**src/rtl/svga_pixel_pipeline_if.sv**
```systemverilog
// Signal bundle between the SVGA timing generator / video memories and the pixel pipeline.
// The master side drives counters and memory read data; the slave (pipeline) returns addresses and colour.
interface svga_pixel_pipeline_if;
    logic        blank;
    logic        show_border;
    logic        mode_graph;
    logic        css;
    logic        width_64;
    logic [3:0]  subchar_pixel;
    logic [4:0]  subchar_line;
    logic [6:0]  char_column;
    logic [6:0]  char_line;
    logic [8:0]  graph_pixel;
    logic [9:0]  graph_line_3x;
    logic [10:0] vram_addr;
    logic [7:0]  vram_data;
    logic [9:0]  font_addr;
    logic [7:0]  font_data;
    logic [11:0] rgb;

    modport master (
        output blank, show_border, mode_graph, css, width_64,
        output subchar_pixel, subchar_line, char_column, char_line,
        output graph_pixel, graph_line_3x,
        output vram_data, font_data,
        input  vram_addr, font_addr, rgb
    );

    modport slave (
        input  blank, show_border, mode_graph, css, width_64,
        input  subchar_pixel, subchar_line, char_column, char_line,
        input  graph_pixel, graph_line_3x,
        input  vram_data, font_data,
        output vram_addr, font_addr, rgb
    );
endinterface

```
**src/rtl/svga_pixel_pipeline.sv**
```systemverilog
// Free-running SVGA pixel pipeline: counters -> VRAM address -> char code -> font ROM -> pattern -> rgb.
// Counter values sampled on one edge appear on rgb seven edges later; every stage carries its own phase copy.
module svga_pixel_pipeline #(
    parameter int          DECODE_DELAY = 7,
    parameter logic [11:0] BORDER_TEXT  = 12'h000
) (
    input  logic                  pixel_clock,
    input  logic                  reset,
    svga_pixel_pipeline_if.slave  bus
);
    localparam int STAGE_COUNT = DECODE_DELAY;

    typedef struct packed {
        logic [3:0] spx;
        logic [3:0] gpx;
        logic [3:0] sln;
        logic       mode;
        logic       css;
        logic       w64;
    } phase_t;

    phase_t      w_phase_in;
    logic [10:0] w_vram_addr;

    phase_t      r_phase [1:STAGE_COUNT];
    logic [10:0] r_vram_addr_p1;
    logic [7:0]  r_code_p3;
    logic [7:0]  r_code_p4;
    logic [7:0]  r_code_p5;
    logic [9:0]  r_font_addr_p4;
    logic [7:0]  r_pat_p5;
    logic        r_inv_p5;
    logic        r_on_p6;
    logic [1:0]  r_cidx_p6;
    logic [11:0] r_rgb_p7;

    function automatic logic text_bit(input logic [7:0] pat, input logic [3:0] spx, input logic w64);
        logic [2:0] idx;
        idx = w64 ? spx[2:0] : spx[3:1];
        return pat[3'd7 - idx];
    endfunction

    function automatic logic [1:0] graph_index(input logic [7:0] pat, input logic [3:0] gpx);
        logic [1:0] ci;
        case (gpx[3:2])
            2'd0:    ci = pat[7:6];
            2'd1:    ci = pat[5:4];
            2'd2:    ci = pat[3:2];
            default: ci = pat[1:0];
        endcase
        return ci;
    endfunction

    function automatic logic [11:0] palette(input logic mode, input logic css,
                                            input logic on, input logic [1:0] ci);
        logic [11:0] c;
        c = 12'h000;
        if (!mode) begin
            if (on) c = css ? 12'hF80 : 12'h0F0;
        end else begin
            case ({css, ci})
                3'b000:  c = 12'h0F0;
                3'b001:  c = 12'hFF0;
                3'b010:  c = 12'h00F;
                3'b011:  c = 12'hF00;
                3'b100:  c = 12'hFFF;
                3'b101:  c = 12'h0FF;
                3'b110:  c = 12'hF0F;
                default: c = 12'hF80;
            endcase
        end
        return c;
    endfunction

    function automatic logic [11:0] border_colour(input logic mode, input logic css);
        logic [11:0] c;
        if (mode) c = css ? 12'hFFF : 12'h0F0;
        else      c = BORDER_TEXT;
        return c;
    endfunction

    always_comb begin
        w_phase_in      = '0;
        w_phase_in.spx  = bus.subchar_pixel;
        w_phase_in.gpx  = bus.graph_pixel[3:0];
        w_phase_in.sln  = bus.subchar_line[3:0];
        w_phase_in.mode = bus.mode_graph;
        w_phase_in.css  = bus.css;
        w_phase_in.w64  = bus.width_64;
    end

    always_comb begin
        w_vram_addr = '0;
        if (bus.mode_graph)
            w_vram_addr = {bus.graph_line_3x[8:3], bus.graph_pixel[8:4]};
        else if (bus.width_64)
            w_vram_addr = {bus.char_line[4:0], bus.char_column[5:0]};
        else
            w_vram_addr = {2'b00, bus.char_line[3:0], bus.char_column[4:0]};
    end

    always_ff @(posedge pixel_clock or posedge reset) begin
        if (reset) begin
            for (int k = 1; k <= STAGE_COUNT; k++) r_phase[k] <= '0;
            r_vram_addr_p1 <= '0;
            r_code_p3      <= '0;
            r_code_p4      <= '0;
            r_code_p5      <= '0;
            r_font_addr_p4 <= '0;
            r_pat_p5       <= '0;
            r_inv_p5       <= 1'b0;
            r_on_p6        <= 1'b0;
            r_cidx_p6      <= '0;
            r_rgb_p7       <= '0;
        end else begin
            // stage 1: sample counters, register VRAM address
            r_vram_addr_p1 <= w_vram_addr;
            r_phase[1]     <= w_phase_in;
            for (int k = 2; k <= STAGE_COUNT; k++) r_phase[k] <= r_phase[k-1];

            // stage 3: character code; two extra copies line it up with the font ROM data
            r_code_p3 <= bus.vram_data;
            r_code_p4 <= r_code_p3;
            r_code_p5 <= r_code_p4;

            // stage 4: font address, frozen while in graphics mode
            if (!r_phase[3].mode)
                r_font_addr_p4 <= {r_code_p3[5:0], r_phase[3].sln};

            // stage 5: pattern byte and inverse flag
            r_pat_p5 <= r_phase[5].mode ? r_code_p5 : bus.font_data;
            r_inv_p5 <= r_phase[5].mode ? 1'b0 : r_code_p5[6];

            // stage 6: pixel select
            r_on_p6   <= text_bit(r_pat_p5, r_phase[6].spx, r_phase[6].w64) ^ r_inv_p5;
            r_cidx_p6 <= graph_index(r_pat_p5, r_phase[6].gpx);

            // stage 7: palette with blank/border priority; blank and border are already pixel-aligned
            if (bus.blank)
                r_rgb_p7 <= 12'h000;
            else if (bus.show_border)
                r_rgb_p7 <= border_colour(r_phase[7].mode, r_phase[7].css);
            else
                r_rgb_p7 <= palette(r_phase[7].mode, r_phase[7].css, r_on_p6, r_cidx_p6);
        end
    end

    assign bus.vram_addr = r_vram_addr_p1;
    assign bus.font_addr = r_font_addr_p4;
    assign bus.rgb       = r_rgb_p7;
endmodule

```
**src/flat_wrapper.sv**
```systemverilog
// flat-port wrapper written by rule: the top's interface ports become plain ports
module svga_pixel_pipeline_flat 
#(
    parameter int          DECODE_DELAY = 7,
    parameter logic [11:0] BORDER_TEXT  = 12'h000
)
  (pixel_clock, reset, bus_blank, bus_show_border, bus_mode_graph, bus_css, bus_width_64, bus_subchar_pixel, bus_subchar_line, bus_char_column, bus_char_line, bus_graph_pixel, bus_graph_line_3x, bus_vram_data, bus_font_data, bus_vram_addr, bus_font_addr, bus_rgb);
  svga_pixel_pipeline_if bus_i ();
  input  logic pixel_clock;
  input  logic reset;
  input wire logic [$bits(bus_i.blank)-1:0] bus_blank;
  input wire logic [$bits(bus_i.show_border)-1:0] bus_show_border;
  input wire logic [$bits(bus_i.mode_graph)-1:0] bus_mode_graph;
  input wire logic [$bits(bus_i.css)-1:0] bus_css;
  input wire logic [$bits(bus_i.width_64)-1:0] bus_width_64;
  input wire logic [$bits(bus_i.subchar_pixel)-1:0] bus_subchar_pixel;
  input wire logic [$bits(bus_i.subchar_line)-1:0] bus_subchar_line;
  input wire logic [$bits(bus_i.char_column)-1:0] bus_char_column;
  input wire logic [$bits(bus_i.char_line)-1:0] bus_char_line;
  input wire logic [$bits(bus_i.graph_pixel)-1:0] bus_graph_pixel;
  input wire logic [$bits(bus_i.graph_line_3x)-1:0] bus_graph_line_3x;
  input wire logic [$bits(bus_i.vram_data)-1:0] bus_vram_data;
  input wire logic [$bits(bus_i.font_data)-1:0] bus_font_data;
  output wire logic [$bits(bus_i.vram_addr)-1:0] bus_vram_addr;
  output wire logic [$bits(bus_i.font_addr)-1:0] bus_font_addr;
  output wire logic [$bits(bus_i.rgb)-1:0] bus_rgb;
  assign bus_i.blank = bus_blank;
  assign bus_i.show_border = bus_show_border;
  assign bus_i.mode_graph = bus_mode_graph;
  assign bus_i.css = bus_css;
  assign bus_i.width_64 = bus_width_64;
  assign bus_i.subchar_pixel = bus_subchar_pixel;
  assign bus_i.subchar_line = bus_subchar_line;
  assign bus_i.char_column = bus_char_column;
  assign bus_i.char_line = bus_char_line;
  assign bus_i.graph_pixel = bus_graph_pixel;
  assign bus_i.graph_line_3x = bus_graph_line_3x;
  assign bus_i.vram_data = bus_vram_data;
  assign bus_i.font_data = bus_font_data;
  assign bus_vram_addr = bus_i.vram_addr;
  assign bus_font_addr = bus_i.font_addr;
  assign bus_rgb = bus_i.rgb;
  svga_pixel_pipeline #(.DECODE_DELAY(DECODE_DELAY), .BORDER_TEXT(BORDER_TEXT)) u_core (.pixel_clock(pixel_clock), .reset(reset), .bus(bus_i));
endmodule
```
**config.mk**
```make
export PLATFORM = sky130hd
export DESIGN_NAME = svga_pixel_pipeline_flat
export DESIGN_NICKNAME = d
export VERILOG_FILES = /design/src/rtl/svga_pixel_pipeline_if.sv /design/src/rtl/svga_pixel_pipeline.sv /design/src/flat_wrapper.sv
export SDC_FILE = /design/constraint.sdc
export NUM_CORES = 1
export LEC_CHECK = 0
export ABC_AREA = 0
export CORE_ASPECT_RATIO = 0.5
export CORE_MARGIN = 4
export CORE_UTILIZATION = 46
export DETAILED_ROUTE_END_ITERATION = 12
export PLACE_DENSITY = 0.73
export SLEW_MARGIN = 20
export SYNTH_ARGS = -nofsm -noshare
export SYNTH_HDL_FRONTEND = slang
export SYNTH_SLANG_ARGS = --single-unit
```
**constraint.sdc**
```tcl
create_clock -name pixel_clock -period 7.02 [get_ports pixel_clock]
set_clock_uncertainty 0.15 [all_clocks]
set_input_delay 1.404 -clock pixel_clock [delete_from_list [all_inputs] [get_ports pixel_clock]]
set_output_delay 1.404 -clock pixel_clock [all_outputs]
set_load 0.1 [all_outputs]
```
==> reports/metrics.cfg <==
[sta]
relSlewSlack = 0.324
setup-tns-final_ps = 0
setup_violations = 0
final.period_utilization = 0.497
fmaxAchievable_mhz = 287
final.min_clock_period_ps = 3490
finalHoldViolations = 0
setup_repair_after_global_routing_missed_its_margin = false
report.final.slew_viol_count = 0
timing_worst_slew_pin_value_ps = 1010

[worst_hold_path]
hold-path-cell-count = 0
min_path_type = reg -> reg

[worst_setup_path]
worst_path_max_delay_cell = sky130_fd_sc_hd__clkdlybuf4s50_1
timing.reg2reg.setup_slack_ps = 5310
r2r.worst_path.cells = 5
startpoint_type = flip-flop
worst-endpoint-arrival_ps = 1930
worst_path_dominant_cell_family = buffers and inverters
critical_path_peak_fanout = 2
critical_path.endpoint_type = output pin
path_buf_inv = 1
critical_path_depth = 1
timing.critical_path.cells = clkdlybuf4s50_1
critical_path_class = reg -> out
worst_ep_required_time_ps = 5470
critical_path.max_stage_delay_ps = 1170

[cts]
clock_latency_ps = 400
cts_setup_buffers = 0
cts.root.buffer_cell = sky130_fd_sc_hd__clkbuf_16
cts.htree.levels = 4
clock_sink_count = 129
number_of_buffers_inserted_for_hold_repair_after_clock_tree_synthesis = 0
cts-root-to-sink-buffers = 2
cts_resized = 0
cts_tree = done
cts_made_buffers = 17
reg_clk_slew_reported_paths_ps = 60

[power_and_ir_drop]
ir_drop_uv = 193
cellPowerDensity_nw_per_um2 = 349
power.static_leakage_nw = 2.40

[job]
drv.max_cap_violation_count = 0

[floorplanning]
dieWidth_microns = 140
die-height_microns = 74.0
fp.dieArea_sq_um = 10400
placeableCoreArea_sq_um = 8230
start_util = 0.486
placement_rows = 23
ios = 98

[synthesis]
synth.ff_latch_count = 129
synthTopCellsByArea = sky130_fd_sc_hd__dfrtp_1 (81%), sky130_fd_sc_hd__mux2_2 (6.5%), sky130_fd_sc_hd__buf_4 (1.5%)
yosysSeqAreaShare = 0.806
synth_largest_type_area_fraction = 0.806
syn_area_per_cell_sq_um = 17.3
yosys_warnings = 0
synthesis.area_sq_um = 4000
synth.largest_area_cell = sky130_fd_sc_hd__dfrtp_1
synth_cell_types = 31
mappedNetlistNets = 296
netlist_instances = 231

[layout]
final_util = 0.674
final_layout_size_suffix_gt1_frac = 0.188
antenna_fix_cells = 0
design.final.nets = 387
synthesis_to_layout_area_growth_pct = 38.5

[drt]
totalWireLength_microns = 7000
initialDrtViolationCount = 153
routed_wire_length_per_instance_microns = 15.7
vias = 2103
antenna_violating_nets_post_route = 0
drtPass1Iterations = 5
via_per_inst = 4.70
drcViolationCount = 0

[place]
buffer_ports.inserted = 87
gpl.final_weighted_congestion = 0.779
hpwl_microns = 4430

[global_routing]
grt_util_all_layers = 0.148
grt_pass1_wl_microns = 11200
antenna_found_initial = 0
grt_start_max_net_pins = 89
grt_pass1_vias = 2256
grt-ovfl-total = 0

[status]
outcome = finished clean

area by class of cell:
| cell class | count | area [sq um] |
|---|---|---|
| clock buffers | 19 | 453 |
| clock inverters | 13 | 161 |
| fillers | 548 | 2690 |
| inverters | 3 | 13.8 |
| multi-input cells | 83 | 666 |
| flip-flops and latches | 129 | 3230 |
| well taps | 112 | 140 |
| repair buffers | 88 | 882 |
final timing paths:
kind | to | start
worst max-delay path | bus_font_addr[5] | u_core.bus.font_addr[5]$_DFFE_PP0N_
worst min register to register | u_core.r_phase[60]$_DFF_PP0_ | u_core.r_phase[75]$_DFF_PP0_
min in group asynchronous | u_core.bus.vram_addr[3]$_DFF_PP0_ | reset
worst min-delay path | u_core.r_phase[60]$_DFF_PP0_ | u_core.r_phase[75]$_DFF_PP0_
max in group asynchronous | u_core.r_code_p4[6]$_DFF_PP0_ | reset
worst max register to register | u_core.r_on_p6$_DFF_PP0_ | u_core.r_phase[15]$_DFF_PP0_
power by group:
part / switching [W] / leakage, nW / internal, W / total, W
combinational: 0.000158 / 0.593 / 0.0000746 / 0.000233
sequential: 0.0000242 / 1.51 / 0.000790 / 0.000814
clock: 0.000312 / 0.291 / 0.000576 / 0.000888
total: 0.000494 / 2.40 / 0.00144 / 0.00193
synthesized netlist by cell type:
master                     count
sky130_fd_sc_hd__dfrtp_1     129
sky130_fd_sc_hd__mux2_2       23
sky130_fd_sc_hd__nand2_1      14
sky130_fd_sc_hd__buf_4         8
sky130_fd_sc_hd__clkbuf_1      6
sky130_fd_sc_hd__nor2_1        6
sky130_fd_sc_hd__o21ai_0       6
sky130_fd_sc_hd__mux2i_1       5
sky130_fd_sc_hd__a32oi_1       4
sky130_fd_sc_hd__a21oi_1       3
sky130_fd_sc_hd__inv_1         3
sky130_fd_sc_hd__mux4_2        2
sky130_fd_sc_hd__nand2b_2      2
sky130_fd_sc_hd__nand3_1       2
sky130_fd_sc_hd__nand4b_1      2
sky130_fd_sc_hd__a211oi_1      1
sky130_fd_sc_hd__a21boi_1      1
sky130_fd_sc_hd__a21o_2        1
sky130_fd_sc_hd__and3b_1       1
sky130_fd_sc_hd__buf_2         1
sky130_fd_sc_hd__buf_6         1
sky130_fd_sc_hd__nand3b_1      1
sky130_fd_sc_hd__nand4_1       1
sky130_fd_sc_hd__nor2b_1       1
sky130_fd_sc_hd__nor3b_1       1
sky130_fd_sc_hd__o211ai_1      1
sky130_fd_sc_hd__o21ai_1       1
sky130_fd_sc_hd__o22ai_1       1
sky130_fd_sc_hd__o31ai_1       1
sky130_fd_sc_hd__o32ai_2       1
sky130_fd_sc_hd__xnor2_1       1
cell families (layout without fill, tap and decap cells):
family	count (synthesis)	in the layout	share of synthesized area
buf+inv	19	123	0.0275
mux	30	30	0.0884
compound gates	21	21	0.0366
xor+xnor	1	1	0.00219
flops	129	129	0.806
simple gates	31	31	0.0391
state kept, by name, summed over array words and instances, names as in the netlist:
name / flops
u_core.r_phase: 68
u_core.bus.vram_addr: 11
u_core.bus.font_addr: 10
u_core.r_code_p3: 8
u_core.r_code_p4: 8
u_core.r_code_p5: 8
u_core.r_pat_p5: 8
u_core.bus.rgb: 4
u_core.r_cidx_p6: 2
u_core.r_inv_p5: 1
u_core.r_on_p6: 1
metrics by stage:
stage | power (W) | cells | hold slack (ps) | cell area [sq um] | setup WS, ps
final | 0.00193 | 447 | 192 | 5540 | 3530
after global routing | 0.00200 | 447 | 199 | 5540 | 3470
after CTS | 0.00196 | 447 | 196 | 5540 | 3500
after detailed placement | 0.00106 | 415 | 185 | 4930 | 3550
after global placement | 0.00105 | 415 | 182 | 4930 | 3630
after floorplan | 0.000985 | 231 | 181 | 4000 | 2030
cell usage in the layout (no fill, tap or decap), types with 4 or more instances in the layout:
master                            instances
sky130_fd_sc_hd__mux2i_1                  5
sky130_fd_sc_hd__clkdlybuf4s50_1         87
sky130_fd_sc_hd__mux2_2                  23
sky130_fd_sc_hd__dfrtp_1                129
sky130_fd_sc_hd__a32oi_1                  4
sky130_fd_sc_hd__clkinvlp_4               4
sky130_fd_sc_hd__o21ai_0                  6
sky130_fd_sc_hd__clkbuf_16               17
sky130_fd_sc_hd__nor2_1                   6
sky130_fd_sc_hd__nand2_1                 14
per-layer routing:
metal	global-route usage	vias to the layer above	part of all wire
met5	0	-	0
met4	0.0677	0	0.026
met3	0.0790	21	0.075
met2	0.260	89	0.52
met1	0.151	1034	0.38
li1	-	959	-
Note: power is estimated with default switching activity, not from simulation.
